--- src/rtl/booth_pkg.sv ---
// Shared types for the radix-4 Booth multiplier: FSM states, Booth digit
// codes and the triple decoder.
package booth_pkg;

  typedef enum logic [2:0] {
    IDLE = 3'd0,
    RUN  = 3'd1,
    DONE = 3'd2
  } state_e;

  typedef enum logic [2:0] {
    ZERO = 3'd0,
    POS1 = 3'd1,
    POS2 = 3'd2,
    NEG1 = 3'd3,
    NEG2 = 3'd4
  } digit_e;

  // Map a multiplier triple {b[2i+1], b[2i], b[2i-1]} to its Booth digit
  function automatic digit_e booth_decode(input logic [2:0] triple);
    digit_e dig;
    dig = ZERO;
    case (triple)
      3'b001, 3'b010: dig = POS1;
      3'b011:         dig = POS2;
      3'b100:         dig = NEG2;
      3'b101, 3'b110: dig = NEG1;
      default:        dig = ZERO;
    endcase
    return dig;
  endfunction

endpackage

--- src/rtl/booth_r4_digit.sv ---
// Radix-4 Booth digit selector: picks 0, +-A or +-2A for one multiplier
// triple. Negative multiples leave as one's complement; the caller adds
// neg_c as the carry-in to complete the two's-complement negation.
module booth_r4_digit
  import booth_pkg::*;
#(
  parameter int unsigned W = 8
) (
  input  logic [2:0]   triple,
  input  logic [W+1:0] a_ext,
  output logic [W+2:0] mult_c,
  output logic         neg_c
);

  digit_e       dig_c;
  logic [W+2:0] mag_c;

  // Decode the triple, select the magnitude and conditionally invert it
  always_comb begin
    dig_c  = booth_decode(triple);
    mag_c  = '0;
    neg_c  = 1'b0;
    mult_c = '0;
    case (dig_c)
      POS1: mag_c = {a_ext[W+1], a_ext};
      POS2: mag_c = {a_ext, 1'b0};
      NEG1: begin
        mag_c = {a_ext[W+1], a_ext};
        neg_c = 1'b1;
      end
      NEG2: begin
        mag_c = {a_ext, 1'b0};
        neg_c = 1'b1;
      end
      default: mag_c = '0;
    endcase
    mult_c = neg_c ? ~mag_c : mag_c;
  end

endmodule

--- src/rtl/booth_mul_r4.sv ---
// Iterative radix-4 Booth multiplier with start/done handshake, one digit
// retired per clock. Optional feature macro: BOOTH_UNSIGNED_EN adds the
// op_signed port selecting unsigned (zero-extended) operation per request.
module booth_mul_r4
  import booth_pkg::*;
#(
  parameter int unsigned W = 8
) (
  input  logic           clk,
  input  logic           rst,
  input  logic           start,
  input  logic [W-1:0]   a,
  input  logic [W-1:0]   b,
`ifdef BOOTH_UNSIGNED_EN
  input  logic           op_signed,
`endif
  output logic           busy,
  output logic           done,
  output logic [2*W-1:0] product,
  output logic [2:0]     state
);

  localparam int unsigned NDIG = W / 2 + 1;          // digits per operation
  localparam int unsigned CW   = $clog2(W / 2 + 2);  // RUN down-counter width
  localparam int unsigned XW   = W + 2;              // extended operand width
  localparam int unsigned AW   = 2 * W + 4;          // accumulator width
  localparam int unsigned SW   = AW + 1;             // pre-shift sum width

  state_e         state_q, state_d;
  logic [CW-1:0]  cnt_q, cnt_d;
  logic [XW-1:0]  a_q, a_d;
  logic [XW:0]    b_q, b_d;        // extended multiplier with b[-1] in bit 0
  logic [AW-1:0]  acc_q, acc_d;
  logic [2*W-1:0] product_q, product_d;
  logic           busy_q, busy_d;
  logic           done_q, done_d;

  logic           sgn_c;
  logic [XW-1:0]  a_ext_c;
  logic [XW-1:0]  b_ext_c;
  logic [W+2:0]   dig_mult_c;
  logic           dig_neg_c;
  logic [SW-1:0]  sum_c;

`ifdef BOOTH_UNSIGNED_EN
  assign sgn_c = op_signed;
`else
  assign sgn_c = 1'b1;
`endif

  // Extend both operands to W+2 bits so every mode sees W/2+1 digits
  assign a_ext_c = {{2{sgn_c & a[W-1]}}, a};
  assign b_ext_c = {{2{sgn_c & b[W-1]}}, b};

  booth_r4_digit #(.W(W)) u_digit (
    .triple (b_q[2:0]),
    .a_ext  (a_q),
    .mult_c (dig_mult_c),
    .neg_c  (dig_neg_c)
  );

  // Add the selected multiple plus carry-in at the top of the accumulator
  always_comb begin
    sum_c = SW'({acc_q[AW-1], acc_q})
          + {dig_mult_c, {(W + 2){1'b0}}}
          + SW'({dig_neg_c, {(W + 2){1'b0}}});
  end

  // Next-state, datapath and output-register logic
  always_comb begin
    state_d   = state_q;
    cnt_d     = cnt_q;
    a_d       = a_q;
    b_d       = b_q;
    acc_d     = acc_q;
    product_d = product_q;
    busy_d    = 1'b0;
    done_d    = 1'b0;
    case (state_q)
      IDLE, DONE: begin
        if (start) begin
          state_d = RUN;
          cnt_d   = CW'(NDIG - 1);
          a_d     = a_ext_c;
          b_d     = {b_ext_c, 1'b0};
          acc_d   = '0;
        end else if (state_q == DONE) begin
          state_d = IDLE;
        end
      end
      RUN: begin
        acc_d = AW'($signed(sum_c) >>> 2);
        b_d   = {2'b00, b_q[XW:2]};
        if (cnt_q == '0) begin
          state_d   = DONE;
          product_d = acc_d[2*W-1:0];
        end else begin
          cnt_d = cnt_q - CW'(1);
        end
      end
      default: state_d = IDLE;
    endcase
    busy_d = (state_d == RUN);
    done_d = (state_d == DONE);
  end

  // State and datapath registers with synchronous reset
  always_ff @(posedge clk) begin
    if (rst) begin
      state_q   <= IDLE;
      cnt_q     <= '0;
      a_q       <= '0;
      b_q       <= '0;
      acc_q     <= '0;
      product_q <= '0;
      busy_q    <= 1'b0;
      done_q    <= 1'b0;
    end else begin
      state_q   <= state_d;
      cnt_q     <= cnt_d;
      a_q       <= a_d;
      b_q       <= b_d;
      acc_q     <= acc_d;
      product_q <= product_d;
      busy_q    <= busy_d;
      done_q    <= done_d;
    end
  end

  assign busy    = busy_q;
  assign done    = done_q;
  assign product = product_q;
  assign state   = state_q;

endmodule
--- config.mk ---
export PLATFORM = sky130hd
export DESIGN_NAME = booth_mul_r4
export DESIGN_NICKNAME = d
export VERILOG_FILES = /design/src/rtl/booth_pkg.sv /design/src/rtl/booth_r4_digit.sv /design/src/rtl/booth_mul_r4.sv
export SDC_FILE = /design/constraint.sdc
export NUM_CORES = 1
export LEC_CHECK = 0
export ABC_AREA = 1
export CAP_MARGIN = 20
export CORE_ASPECT_RATIO = 1.5
export CORE_MARGIN = 2
export CORE_UTILIZATION = 35
export CTS_CLUSTER_SIZE = 14
export DETAILED_ROUTE_END_ITERATION = 8
export MAX_ROUTING_LAYER = met4
export SETUP_SLACK_MARGIN = 0.15
export SLEW_MARGIN = 20
export SYNTH_ARGS = -nofsm -noshare
export SYNTH_HDL_FRONTEND = slang
export SYNTH_SLANG_ARGS = --single-unit
--- constraint.sdc ---
create_clock -name clk -period 7.56 [get_ports clk]
set_input_delay 2.268 -clock clk [delete_from_list [all_inputs] [get_ports clk]]
set_output_delay 2.268 -clock clk [all_outputs]
set_load 0.05 [all_outputs]
# Word level (Yosys, flattened, before mapping)
# Cells that the tools add are included.
dict set report word_totals {
  wordCells 56
  in_bits 19
  regBits 63
  out_inout_bits 21
}
dict set report classes {
  reduce_logical 13
  bitwise 1
  n_eq_ne 16
  add_sub_neg 3
  mux 15
}
# op count
set op_table {}
lappend op_table {{$pmux W11 S2} 2}
lappend op_table {{$pmux W20 S2} 1}
lappend op_table {{$mux W11} 2}
lappend op_table {{$add A21 B11 Y21} 1}
lappend op_table {{$add A21 B21 Y21} 1}
lappend op_table {{$mux W20} 1}
lappend op_table {{$eq A3 B2 Y1 const B} 6}
lappend op_table {{$mux W3} 5}
lappend op_table {{$eq A3 B1 Y1 const B} 4}
lappend op_table {{$eq A3 B3 Y1 const B} 4}
lappend op_table {{$pmux W3 S2} 2}
lappend op_table {{$pmux W3 S4} 1}
lappend op_table {{$reduce_or A2 Y1} 6}
lappend op_table {{$not A11 Y11} 1}
lappend op_table {{$logic_not A3 Y1} 2}
lappend op_table {{$reduce_and A2 Y1} 3}
lappend op_table {{$ne A2 B2 Y1 const B} 2}
lappend op_table {{$reduce_and A3 Y1} 1}
lappend op_table {{$sub A3 B1 Y3 const B} 1}
lappend op_table {{$reduce_bool A2 Y1} 1}
lappend op_table {{$mux W1} 1}

# Depth between registers and ports, before layout
dict set report logic_depth {
  depth_word 11
  ltp_mapped 22
  ltp_nobuf 22
}

# Hierarchy
# From an unflattened synthesis, not the netlist that was laid out.
dict set report unflattened {
  cells_unflattened 435
  hier_area_um2 3135.5
}
# module n_inst area_each_um2 cells_each seq_area_each_um2
set modules_own_cells {}
lappend modules_own_cells {booth_mul_r4 1 2810.2 366 1181.1}
lappend modules_own_cells {booth_r4_digit 1 325.3 69 0.0}

# Worst setup path before layout
# No wires, ideal clock.
dict set report synth_path {
  path_kind {input to register}
  start {in start}
  end {reg b_q[7]}
  arrival_ns 2.925
  setup_ns 0.110
  setup_slack_ns 4.525
  cell_stages 6
  t_required_ns 7.450
  path_buffers 0
  path_cell_list {nand2_1 -> clkinv_1 -> nand2_1 -> nand3_1 -> nand2_1 -> inv_1}
}
dict set report synth_between {
  elab_chain_cells 2
}
# element line_no
set synth_lines {}
lappend synth_lines {{start, declared} booth_mul_r4.sv:11} ;# input logic start,
lappend synth_lines {{$ne A2 B2 Y1 (no source line)} --}
lappend synth_lines {{$reduce_and A2 Y1 (no source line)} --}
lappend synth_lines {{end signal, assigned} booth_mul_r4.sv:113} ;# b_q <= '0;
lappend synth_lines {{end signal, assigned} booth_mul_r4.sv:122} ;# b_q <= b_d;
lappend synth_lines {{end, declared} booth_mul_r4.sv:32} ;# logic [XW:0] b_q, b_d;
# Every way passes these cells.
# A chain may end at the register's enable or synchronous reset.

==> impl_results.md <==
- Run status: finished clean
- Largest net degree at the start of global routing: 32
- Fin crit period: 4.64 ns
- Number of setup buffers added after CTS: 0
- Drt total wl: 6990 µm
- Max_slew headroom: 0.343
- Final worst clock skew: 0.00700 ns
- WP data required: 7.78 ns
- Sum Neg Setup Slack: 0 ns
- Cells on worst reg2reg path: 17
- Crit path largest cell delay: 1.12 ns
- Synth Flop Type: dfxtp_1
- CP Capture Type: register
- Nets: 498
- Crit path buf inv count: 3
- Unrepaired setup endpoints after global routing: false
- Synth cell types: 34
- Area contributors post-synth: dfxtp_1 39%, nand2_1 15%, ha_1 9.5%, nand3_1 7.4%, nor2_1 5.6%
- Core Area: 8410 µm²
- Max Clk Rate: 216 MHz
- Largest fanout on the critical path: 31
- Initial DRC count: 125
- CP delay by family, top: buffers and inverters
- Startpoint types: primary input
- Vias per cell: 4.85
- Hold Crit Depth: 2
- Dpl cell area: 3470 µm²
- Post-Syn Nets: 462
- Clk sinks: 59
- H-tree level count: 3
- Leakage power: 1.71 nW
- Post-cts resize count: 0
- Worst Hold Class: reg -> reg
- Wire per inst: 12.3 µm
- CTS tree: built
- Ys Warns: 0
- EDFF count, synth: 0
- Port Buffer Count: 39
- Clock root buffer: clkbuf_16
- Top-Level Pins: 40
- Antenna Cells: 0
- Final Wtd Congestion: 0.911
- Clk pin slew, worst setup/hold paths: 0.05 ns
- Layout cells sized above 1: 0.0696
- Post-Place Cells: 551
- Synth top cells by count: 123 x nand2_1, 59 x dfxtp_1, 45 x nand3_1, 45 x nor2_1
- Starting density of the core: 0.361
- Final Cycle Share: 0.614
- Die area: 9460 µm²
- Endpoints failing setup: 0
- Post-DP HPWL: 5130 µm
- Syn Std Cell Area: 3040 µm²
- Hold-fix buffers, CTS: 0
- All-layer global routing usage: 0.164
- Leading area contributor after synthesis: dfxtp_1
- Clock Latency Late Sink: 0.33 ns
- Area Overhead vs Synth: 23.7%
- Hold slack: 0.462 ns
- Critical Path, Cell by Cell: clkdlybuf4s50_1 > inv_1 > nand2_1 > inv_1 > nand3_1 > nand2_1
- Sequential-to-total area share from yosys stat: 0.388
- Final Cell Area: 3760 µm²
- Ys async rst share: 0
- Critical path class: in -> reg
- Vias: 2,749
- Vias in the first global route: 2,635
- DRT Pass-1 Iters: 4
- CP Data Arrival Time: 4.86 ns
- Top-count cell post-synth: nand2_1
- PwrDens: 223 nW/µm²
- Final non-filler cell total: 567
- Drt drc: 0
- VDD IR-drop max: 0.124 mV
- Die height: 118 µm
- Congestion Overflow GR: 0
- CP Depth: 6
- First-pass GRT wire length: 11,900 µm
- Rows: 41
- Post-synth top area share: 0.388
- ANT nets after route: 0
- Hold Vio Cnt, Final: 0
- Initial antenna violation count: 0
- Max-Cap Viols: 0
- Die W: 80.1 µm
- CTS buffer count: 9
- Slew at the pin closest to its max-slew limit: 0.983 ns
- Power, Total: 0.839 mW
- Cell at the slowest stage of the critical path: clkdlybuf4s50_1
- Clk buf depth: 2
- Max Slew Vio Count: 0
- Cells after Synth: 419
- FF+latch count, synth: 59
- Avg Cell Area, Syn: 7.26 µm²
[flip-flops by register name, indices dropped and copies added, names as in the netlist]
name,flops
acc_q,17
b_q,10
done,1
a_q,8
cnt_q,3
state,3
busy,1
product,16
[stage by stage]
| stage | setup WS (ns) | util |
|---|---|---|
| 2_1_floorplan | 4.52 | - |
| 3_3_place_gp | 2.63 | 0.413 |
| 3_5_place_dp | 2.59 | 0.413 |
| 4_1_cts | 2.97 | 0.447 |
| 5_1_grt | 2.63 | 0.447 |
| 6_report | 2.92 | 0.447 |
[cell type report]
| type | instances | area [µm²] |
|---|---|---|
| inverters | 33 | 129 |
| clock buffers | 11 | 233 |
| multi-input cells | 313 | 1640 |
| fillers | 887 | 4650 |
| flip-flops and latches | 59 | 1180 |
| clock inverters | 5 | 53.8 |
| repair buffers | 39 | 390 |
| well taps | 107 | 134 |
[layout by cell type (no fill, tap or decap), types with 3 or more instances in the layout]
| cell | count |
|---|---|
| ha_1 | 23 |
| nor2_1 | 45 |
| nand2_4 | 3 |
| nand2_2 | 5 |
| nand2_1 | 123 |
| o221ai_1 | 6 |
| clkbuf_16 | 9 |
| clkinv_2 | 3 |
| o21ai_0 | 14 |
| a21oi_1 | 27 |
| clkdlybuf4s50_1 | 39 |
| dfxtp_1 | 59 |
| inv_1 | 27 |
| inv_2 | 4 |
| nand3_1 | 45 |
| nand4_1 | 3 |
[power breakdown]
| part | leakage, nW | total (mW) | internal, mW | switching [mW] |
|---|---|---|---|---|
| registers | 0.479 | 0.330 | 0.322 | 0.00728 |
| clock network | 0.143 | 0.389 | 0.253 | 0.136 |
| logic | 1.09 | 0.120 | 0.0441 | 0.0764 |
[per-layer routing]
metal  vias up  wire [µm]  track usage
li1       1441          -            -
met1      1255       3120        0.186
met3        14        205       0.0412
met4         0        168       0.0699
met5         -          0            -
met2        39       3500        0.271
[worst register-to-register path: stages, from the launching register on]
cell and delay [ns]:
dfxtp_1 0.38, inv_1 0.08, ha_1 0.46, inv_1 0.11, nand2_2 0.10, nand2_4 0.09
nand2_4 0.16, clkinv_4 0.11, nand3_1 0.09, nand2_1 0.07, ha_1 0.28, ha_1 0.26
fa_1 0.44, nand3_1 0.09, nand2_1 0.08, xnor2_1 0.27, or2_1 0.15, a21oi_1 0.05
[cell families after synthesis]
family / Yosys count / share of synthesized area
simple gates: 230 / 0.324
flops: 59 / 0.388
compound gates: 54 / 0.101
buf+inv: 47 / 0.0724
fa+ha+maj: 24 / 0.101
xor+xnor: 4 / 0.0115
other cells: 1 / 0.00123
[final timing paths]
kind,from,slack (ns),end
worst max register to register,b_q[0]$_SDFFE_PP0P_,4.14,acc_q[13]$_SDFFE_PP0P_
worst min register to register,acc_q[2]$_SDFFE_PP0P_,0.46,acc_q[2]$_SDFFE_PP0P_
worst min-delay path,acc_q[2]$_SDFFE_PP0P_,0.46,acc_q[2]$_SDFFE_PP0P_
worst max-delay path,rst,2.92,product[15]$_SDFFE_PP0P_
No activity file was read; power rests on OpenSTA's default activity.
